--- config.mk ---
export PLATFORM = sky130hd
export DESIGN_NAME = mc_ctrl_fsm
export DESIGN_NICKNAME = d
export VERILOG_FILES = /design/src/rtl/mc_ctrl_fsm.sv
export SDC_FILE = /design/constraint.sdc
export NUM_CORES = 1
export LEC_CHECK = 0
export BUFFER_PORTS_ARGS = -buffer_cell sky130_fd_sc_hd__buf_2
export CAP_MARGIN = 40
export CORE_MARGIN = 2
export CORE_UTILIZATION = 44
export DETAILED_ROUTE_END_ITERATION = 6
export GPL_TIMING_DRIVEN = 0
export PLACE_DENSITY = 0.74
export SLEW_MARGIN = 0
export SYNTH_ARGS = -nofsm -noshare
export SYNTH_HDL_FRONTEND = slang
export SYNTH_SLANG_ARGS = --single-unit
export TNS_END_PERCENT = 100
--- constraint.sdc ---
create_clock -name clk -period 1.9 [get_ports clk]
set_clock_uncertainty 0.05 [all_clocks]
set_input_delay 0.285 -clock clk [delete_from_list [all_inputs] [get_ports clk]]
set_output_delay 0.285 -clock clk [all_outputs]
set_load 0.03 [all_outputs]
--- src/rtl/mc_ctrl_fsm.sv ---
// rtl/mc_ctrl_fsm.sv - multicycle MIPS main control FSM; optional bne support under MC_CTRL_BNE_EN
// Moore outputs are registered from the next state; only ir_write/pc_write see mem_ready/zero.
module mc_ctrl_fsm #(
    parameter int ALU_SEL_W = 3,
    parameter int STATE_W   = 4
) (
    input  logic                 clk,
    input  logic                 rst,
    input  logic [5:0]           opcode,
    input  logic [5:0]           funct,
    input  logic                 zero,
    input  logic                 mem_ready,
    output logic                 pc_write,
    output logic                 ir_write,
    output logic                 iord,
    output logic                 mem_read,
    output logic                 mem_write,
    output logic                 reg_write,
    output logic                 reg_dst,
    output logic                 mem_to_reg,
    output logic                 alu_src_a,
    output logic [1:0]           alu_src_b,
    output logic [ALU_SEL_W-1:0] alu_select,
    output logic [1:0]           pc_src,
    output logic                 illegal,
    output logic [STATE_W-1:0]   state
);

    typedef enum logic [3:0] {
        S_RST    = 4'd0,
        S_FETCH  = 4'd1,
        S_DECODE = 4'd2,
        S_MEMADR = 4'd3,
        S_MEMRD  = 4'd4,
        S_MEMWB  = 4'd5,
        S_MEMWR  = 4'd6,
        S_EXEC   = 4'd7,
        S_ALUWB  = 4'd8,
        S_BRANCH = 4'd9,
        S_ADDIEX = 4'd10,
        S_ADDIWB = 4'd11,
        S_JUMP   = 4'd12,
        S_HALT   = 4'd13
    } state_t;

    typedef struct packed {
        logic                 iord;
        logic                 mem_read;
        logic                 mem_write;
        logic                 reg_write;
        logic                 reg_dst;
        logic                 mem_to_reg;
        logic                 alu_src_a;
        logic [1:0]           alu_src_b;
        logic [ALU_SEL_W-1:0] alu_select;
        logic [1:0]           pc_src;
        logic                 jump_write;
    } ctrl_t;

    localparam logic [5:0] OP_R    = 6'b000000;
    localparam logic [5:0] OP_J    = 6'b000010;
    localparam logic [5:0] OP_BEQ  = 6'b000100;
    localparam logic [5:0] OP_ADDI = 6'b001000;
    localparam logic [5:0] OP_LW   = 6'b100011;
    localparam logic [5:0] OP_SW   = 6'b101011;

    localparam logic [ALU_SEL_W-1:0] SEL_AND = ALU_SEL_W'(0);
    localparam logic [ALU_SEL_W-1:0] SEL_OR  = ALU_SEL_W'(1);
    localparam logic [ALU_SEL_W-1:0] SEL_ADD = ALU_SEL_W'(2);
    localparam logic [ALU_SEL_W-1:0] SEL_SUB = ALU_SEL_W'(3);
    localparam logic [ALU_SEL_W-1:0] SEL_JMP = ALU_SEL_W'(6);

    state_t               state_q, state_d;
    ctrl_t                ctrl_q, ctrl_d;
    logic                 illegal_q;
    logic                 funct_ok;
    logic [ALU_SEL_W-1:0] funct_sel;
    logic                 branch_taken;

    always_comb begin
        funct_ok  = 1'b1;
        funct_sel = SEL_AND;
        case (funct)
            6'b100000: funct_sel = SEL_ADD;
            6'b100010: funct_sel = SEL_SUB;
            6'b100100: funct_sel = SEL_AND;
            6'b100101: funct_sel = SEL_OR;
            default:   funct_ok  = 1'b0;
        endcase
    end

    always_comb begin
        state_d = state_q;
        case (state_q)
            S_RST:    state_d = S_FETCH;
            S_FETCH:  if (mem_ready) state_d = S_DECODE;
            S_DECODE: begin
                case (opcode)
                    OP_LW, OP_SW: state_d = S_MEMADR;
                    OP_R:         state_d = S_EXEC;
                    OP_BEQ:       state_d = S_BRANCH;
`ifdef MC_CTRL_BNE_EN
                    6'b000101:    state_d = S_BRANCH;
`endif
                    OP_ADDI:      state_d = S_ADDIEX;
                    OP_J:         state_d = S_JUMP;
                    default:      state_d = S_HALT;
                endcase
            end
            S_MEMADR: state_d = (opcode == OP_LW) ? S_MEMRD : S_MEMWR;
            S_MEMRD:  if (mem_ready) state_d = S_MEMWB;
            S_MEMWR:  if (mem_ready) state_d = S_FETCH;
            S_EXEC:   state_d = funct_ok ? S_ALUWB : S_HALT;
            S_ADDIEX: state_d = S_ADDIWB;
            S_MEMWB, S_ALUWB, S_BRANCH, S_ADDIWB, S_JUMP: state_d = S_FETCH;
            S_HALT:   state_d = S_HALT;
            default:  state_d = S_HALT;
        endcase
    end

    always_comb begin
        ctrl_d = '0;
        case (state_d)
            S_FETCH:  begin ctrl_d.mem_read = 1'b1; ctrl_d.alu_src_b = 2'b01; ctrl_d.alu_select = SEL_ADD; end
            S_DECODE: begin ctrl_d.alu_src_b = 2'b11; ctrl_d.alu_select = SEL_ADD; end
            S_MEMADR, S_ADDIEX: begin
                ctrl_d.alu_src_a = 1'b1; ctrl_d.alu_src_b = 2'b10; ctrl_d.alu_select = SEL_ADD;
            end
            S_MEMRD:  begin ctrl_d.mem_read = 1'b1; ctrl_d.iord = 1'b1; end
            S_MEMWB:  begin ctrl_d.reg_write = 1'b1; ctrl_d.mem_to_reg = 1'b1; end
            S_MEMWR:  begin ctrl_d.mem_write = 1'b1; ctrl_d.iord = 1'b1; end
            S_EXEC:   begin ctrl_d.alu_src_a = 1'b1; ctrl_d.alu_select = funct_sel; end
            S_ALUWB:  begin ctrl_d.reg_write = 1'b1; ctrl_d.reg_dst = 1'b1; end
            S_BRANCH: begin ctrl_d.alu_src_a = 1'b1; ctrl_d.alu_select = SEL_SUB; ctrl_d.pc_src = 2'b01; end
            S_ADDIWB: ctrl_d.reg_write = 1'b1;
            S_JUMP:   begin ctrl_d.pc_src = 2'b10; ctrl_d.alu_select = SEL_JMP; ctrl_d.jump_write = 1'b1; end
            default:  ctrl_d = '0;
        endcase
    end

`ifdef MC_CTRL_BNE_EN
    logic is_bne_q;
`endif

    always_ff @(posedge clk or posedge rst) begin
        if (rst) begin
            state_q   <= S_RST;
            ctrl_q    <= '0;
            illegal_q <= 1'b0;
`ifdef MC_CTRL_BNE_EN
            is_bne_q  <= 1'b0;
`endif
        end else begin
            state_q   <= state_d;
            ctrl_q    <= ctrl_d;
            illegal_q <= illegal_q | (state_d == S_HALT);
`ifdef MC_CTRL_BNE_EN
            if (state_q == S_DECODE) is_bne_q <= (opcode == 6'b000101);
`endif
        end
    end

`ifdef MC_CTRL_BNE_EN
    assign branch_taken = is_bne_q ? ~zero : zero;
`else
    assign branch_taken = zero;
`endif

    // Fetch strobes complete with the memory handshake, so they cannot be registered.
    assign ir_write   = (state_q == S_FETCH) & mem_ready;
    assign pc_write   = ir_write | ((state_q == S_BRANCH) & branch_taken) | ctrl_q.jump_write;
    assign iord       = ctrl_q.iord;
    assign mem_read   = ctrl_q.mem_read;
    assign mem_write  = ctrl_q.mem_write;
    assign reg_write  = ctrl_q.reg_write;
    assign reg_dst    = ctrl_q.reg_dst;
    assign mem_to_reg = ctrl_q.mem_to_reg;
    assign alu_src_a  = ctrl_q.alu_src_a;
    assign alu_src_b  = ctrl_q.alu_src_b;
    assign alu_select = ctrl_q.alu_select;
    assign pc_src     = ctrl_q.pc_src;
    assign illegal    = illegal_q;
    assign state      = STATE_W'(state_q);

endmodule

-- After elaboration in Yosys (flattened, before gate mapping)
Index checks and enable logic that the tools add are counted.
- register bits after elaboration: 20
- input bits: 16
- output and inout bits: 21
- word-level logic and storage cells: 83
- eq/ne operators: 34
- muxes and demuxes: 20
- bitwise operators: 5
- reductions and logical operators: 11
- operator list (kind ; count):
    $eq A4 B4 Y1 const B ; 11
    $eq A6 B6 Y1 const B ; 6
    $eq A4 B3 Y1 const B ; 8
    $pmux W4 S8 ; 1
    $pmux W4 S5 ; 1
    $eq A4 B2 Y1 const B ; 4
    $mux W4 ; 3
    $pmux W2 S3 ; 2
    $pmux W3 S4 ; 1
    $reduce_or A4 Y1 ; 3
    $mux W1 ; 9
    $eq A4 B1 Y1 const B ; 2
    $reduce_or A2 Y1 ; 4
    $eq A6 B2 Y1 const B ; 1
    $eq A6 B3 Y1 const B ; 1
    $eq A6 B4 Y1 const B ; 1
    $logic_not A6 Y1 ; 1
    $reduce_or A6 Y1 ; 1
    $logic_not A4 Y1 ; 1
    $pmux W2 S2 ; 1
    $mux W3 ; 1
    $or A1 B1 Y1 ; 3
    $reduce_or A3 Y1 ; 1
    $and A1 B1 Y1 ; 2
    $mux W2 ; 1

-- Depth between registers and ports, before layout
- word-level depth: 8
- mapped depth: 8
- gate-level depth less buffers: 6

-- Worst setup path before layout
No wires, ideal clock.
- path kind: reg2reg
- start point: reg state_q[3], in the netlist state[3]
- end point: reg ctrl_q (netlist bit alu_select[1])
- arrival: 1.972 ns
- required time: 1.724 ns
- slack: -0.249 ns
- cell stages (with the launch flop): 8
- path buffers: 2
- path through: dfrtp_1 -> clkbuf_8 -> nor2_1 -> a2111o_1 -> a31oi_1 -> buf_4 -> a211oi_1 -> a311o_1
- RTL lines (element ; line ; text):
    start, declared ; 73 ; state_t state_q, state_d;
    start signal, assigned ; 154 ; state_q <= state_d;
    end signal, assigned ; 155 ; ctrl_q <= ctrl_d;
    end, declared ; 74 ; ctrl_t ctrl_q, ctrl_d;

==> results.yml <==
critical_path:
  worst_r2r_startpoint: "state[2]$_DFF_PP0_"
  cp-start-kind: "flop"
  crit_path_end_kind: "flop"
  critPathMaxFanout: 5
  reg2reg_to: "alu_select[1]$_DFF_PP0_"
  crit_required_ns: 2.09
  ff2ff_path_depth: 7
  critPathKind: "reg -> reg"
  cp.arrival_ns: 2.18
  rrSetupSlack_ns: -0.09
sta:
  clock.fmax_ghz: 0.502
  period_share: 1.05
  worst_slew_pin_slew_ns: 0.679
  setup_viol: 9
  setup_slack_ns: -0.0901
  grt_setup_unrepaired: "yes"
  relSlewSlack: 0.547
  min_period_ns: 1.99
  slew_violations: 0
  finalHoldViolCount: 0
drt:
  vias: 1088
  drc: 0
  viasPerCell: 5.49
  wire_per_inst_um: 14.9
  dr.pass1.iters: 4
  ant_nets: 0
  wl_mm: 2.95
  first_iter_violations: 38
logic_synthesis:
  synth_ff_type: "dfrtp_1"
  synth.avg_cell_area_um2: 10.1
  synthArstFlopShare: 1.00
  synth_top_family_by_area: "simple AND/OR/NAND/NOR gates"
  yosys.area_share.adder: 0
  syn_area_um2: 1120
  synth_top_area_cell: "dfrtp_1"
  synth_mux_area_frac: 0.0190
  yosysTopAreaCellShare: 0.425
  yosys.area_share.simple: 0.262
  synth-xor-area-share: 0.0470
  synth_warnings: 0
  synth_compound_area_frac: 0.176
  synth_seq_cells: 19
  seq_area_frac_synth: 0.425
  netlist_instances: 111
  synth_cell_type_count: 45
  synth_edf_count: 0
  synth_area_leaders: "dfrtp_1 (43%), nor2_1 (4.0%), nor2b_1 (3.9%)"
  syn-num-nets: 127
finish:
  final_common_cell: "buf_2"
  nNetsFinal: 185
  area.growth.synth_to_final_pct: 46.5
  largest_reg_flops: 4
  final_util: 0.674
  drive_above_1_share: 0.554
  diodes: 0
  final_cell_mix: "buf_2 (34), buf_4 (16), dfrtp_1 (15), nor2_1 (10)"
clock_network:
  ctsRootBufferMaster: "clkbuf_4"
  clock_path_buffers: 2
  cts_hold_buf: 0
  cts_max_level: 1
  cts_buffers: 3
  clock_sinks: 19
  cts_tree: "yes"
  clk_pin_slew_worst_paths_ns: 0.10
  clkLatencyLatePin_ns: 0.29
floorplanning:
  coreArea_um2: 2430
  rows: 18
  floorplan.initialDensity: 0.460
  die_h_um: 54.4
  die_area_um2: 2960
  die_w_um: 54.4
  ios: 37
global_routing:
  use_met3: 0.0574
  grt_busiest_layer: "met2"
  grt_use_met2: 0.380
  grt_pass1_vias: 954
  grt_usage: 0.211
  grt_max_degree: 20
  grt_first_pass_wirelength_mm: 4.37
  grt.overflow.total: 0
  global_route.usage.met1: 0.258
  antenna_found_initial: 0
placement:
  pre_cts_slack_ns: -0.335
  hpwl_mm: 1.86
  gp_congestion: 0.794
  portBuffers: 36
power:
  powerDensity_nw_per_um2: 1760
  p_switching_w: 0.00132
  clock_power_share: 0.069
  p_seq_frac: 0.220
  power.leakage_nw: 0.807
  intPower_w: 0.00157
  peakVddDrop_mv: 1.40
  swShare: 0.456
  pwr-share-comb: 0.711
run_status:
  violations: "setup timing"
  status: "finished, violations left"
hold_path:
  min_path_type: "in -> async"
job:
  maxCapViolCount: 0
## how the worst max path moves through the flow
| stage | from | to | slack (ns) | cells past startpoint |
|---|---|---|---|---|
| final | state[2]$_DFF_PP0_ | alu_select[1]$_DFF_PP0_ | -0.09 | 7 |
| after global routing | state[2]$_DFF_PP0_ | alu_select[0]$_DFF_PP0_ | -0.17 | 8 |
| after CTS | state[3]$_DFF_PP0_ | pc_write | -0.02 | 5 |
| after detailed placement | state[2]$_DFF_PP0_ | reg_write$_DFF_PP0_ | -0.34 | 7 |
| after global placement | funct[3] | alu_select[1]$_DFF_PP0_ | -0.26 | 6 |
| after floorplan | state[2]$_DFF_PP0_ | alu_select[1]$_DFF_PP0_ | -0.16 | 6 |
## logic make-up after synthesis
group	count (synthesis)
AOI/OAI and AO/OA	23
xor gates and xnor gates	6
buffers and inverters	10
DFF	19
muxes	2
and+or+nand+nor	51
## routing by layer
layer / vias up / share of wire
li1: 516 / -
met1: 528 / 0.42
met3: 4 / 0.057
met5: - / 0
met2: 40 / 0.52
met4: 0 / 0.010
## timing repair
action / in CTS / in global routing
endpoints found under the hold margin: 0 / 0
setup buffers: 13 / 2
gates resized for setup: 17 / 21
setup endpoints to repair: 17 / 16
cloned: 2 / 0
pin swaps: 8 / 3
## layout make-up
cell class                      count  area [µm²]
Buffer                              7        85.1
Multi-Input combinational cell     82         674
Inverter                            3        11.3
Fill cell                         182         793
Timing Repair Buffer               53         324
Tap cell                           30        37.5
Sequential cell                    19         480
Clock buffer                        4        26.3
## power by group through the flow
stage	Combinational, W	Sequential (W)	Clock (W)
floorplan	0.000887	0.000887	0
detailed placement	0.00149	0.000620	0
CTS	0.00185	0.000621	0.000206
finish	0.00205	0.000636	0.000198
global route	0.00219	0.000653	0.000219
global placement	0.00146	0.000618	0
## synth_stat cells (all sizes together) (2+ instances only)
master and instances:
and2b 2, dfrtp 19, a21boi 2, nor4b 3
and3 3, nand2 5, nor3 4, clkbuf 3
xor2 5, inv 3, buf 4, nor2 12
o21ai 3, a21oi 2, nand3 3, o21bai 2
a21o 2, nor2b 7, nand2b 3, or3b 2
## metrics by stage
step / hold WS [ns] / cells / power, W / setup TNS (ns) / cell area [µm²]
2_1_floorplan: 0.186 / 111 / 0.00177 / -0.685 / 1130
3_5_place_dp: 0.377 / 177 / 0.00211 / -3.44 / 1350
3_3_place_gp: 0.349 / 177 / 0.00208 / -2.53 / 1350
5_1_grt: 0.0963 / 198 / 0.00307 / -1.28 / 1640
4_1_cts: 0.0530 / 196 / 0.00268 / -0.0701 / 1560
6_report: 0.0216 / 198 / 0.00288 / -0.426 / 1640
## critical path: stages, from the launching register on
cell      delay (ns)
dfrtp_2         0.48
buf_8           0.16
and2b_2         0.22
o2111a_2        0.16
a221o_2         0.37
a21boi_2        0.18
a211oi_1        0.17
a311o_1         0.14
No activity file was read; power rests on OpenSTA's default activity.
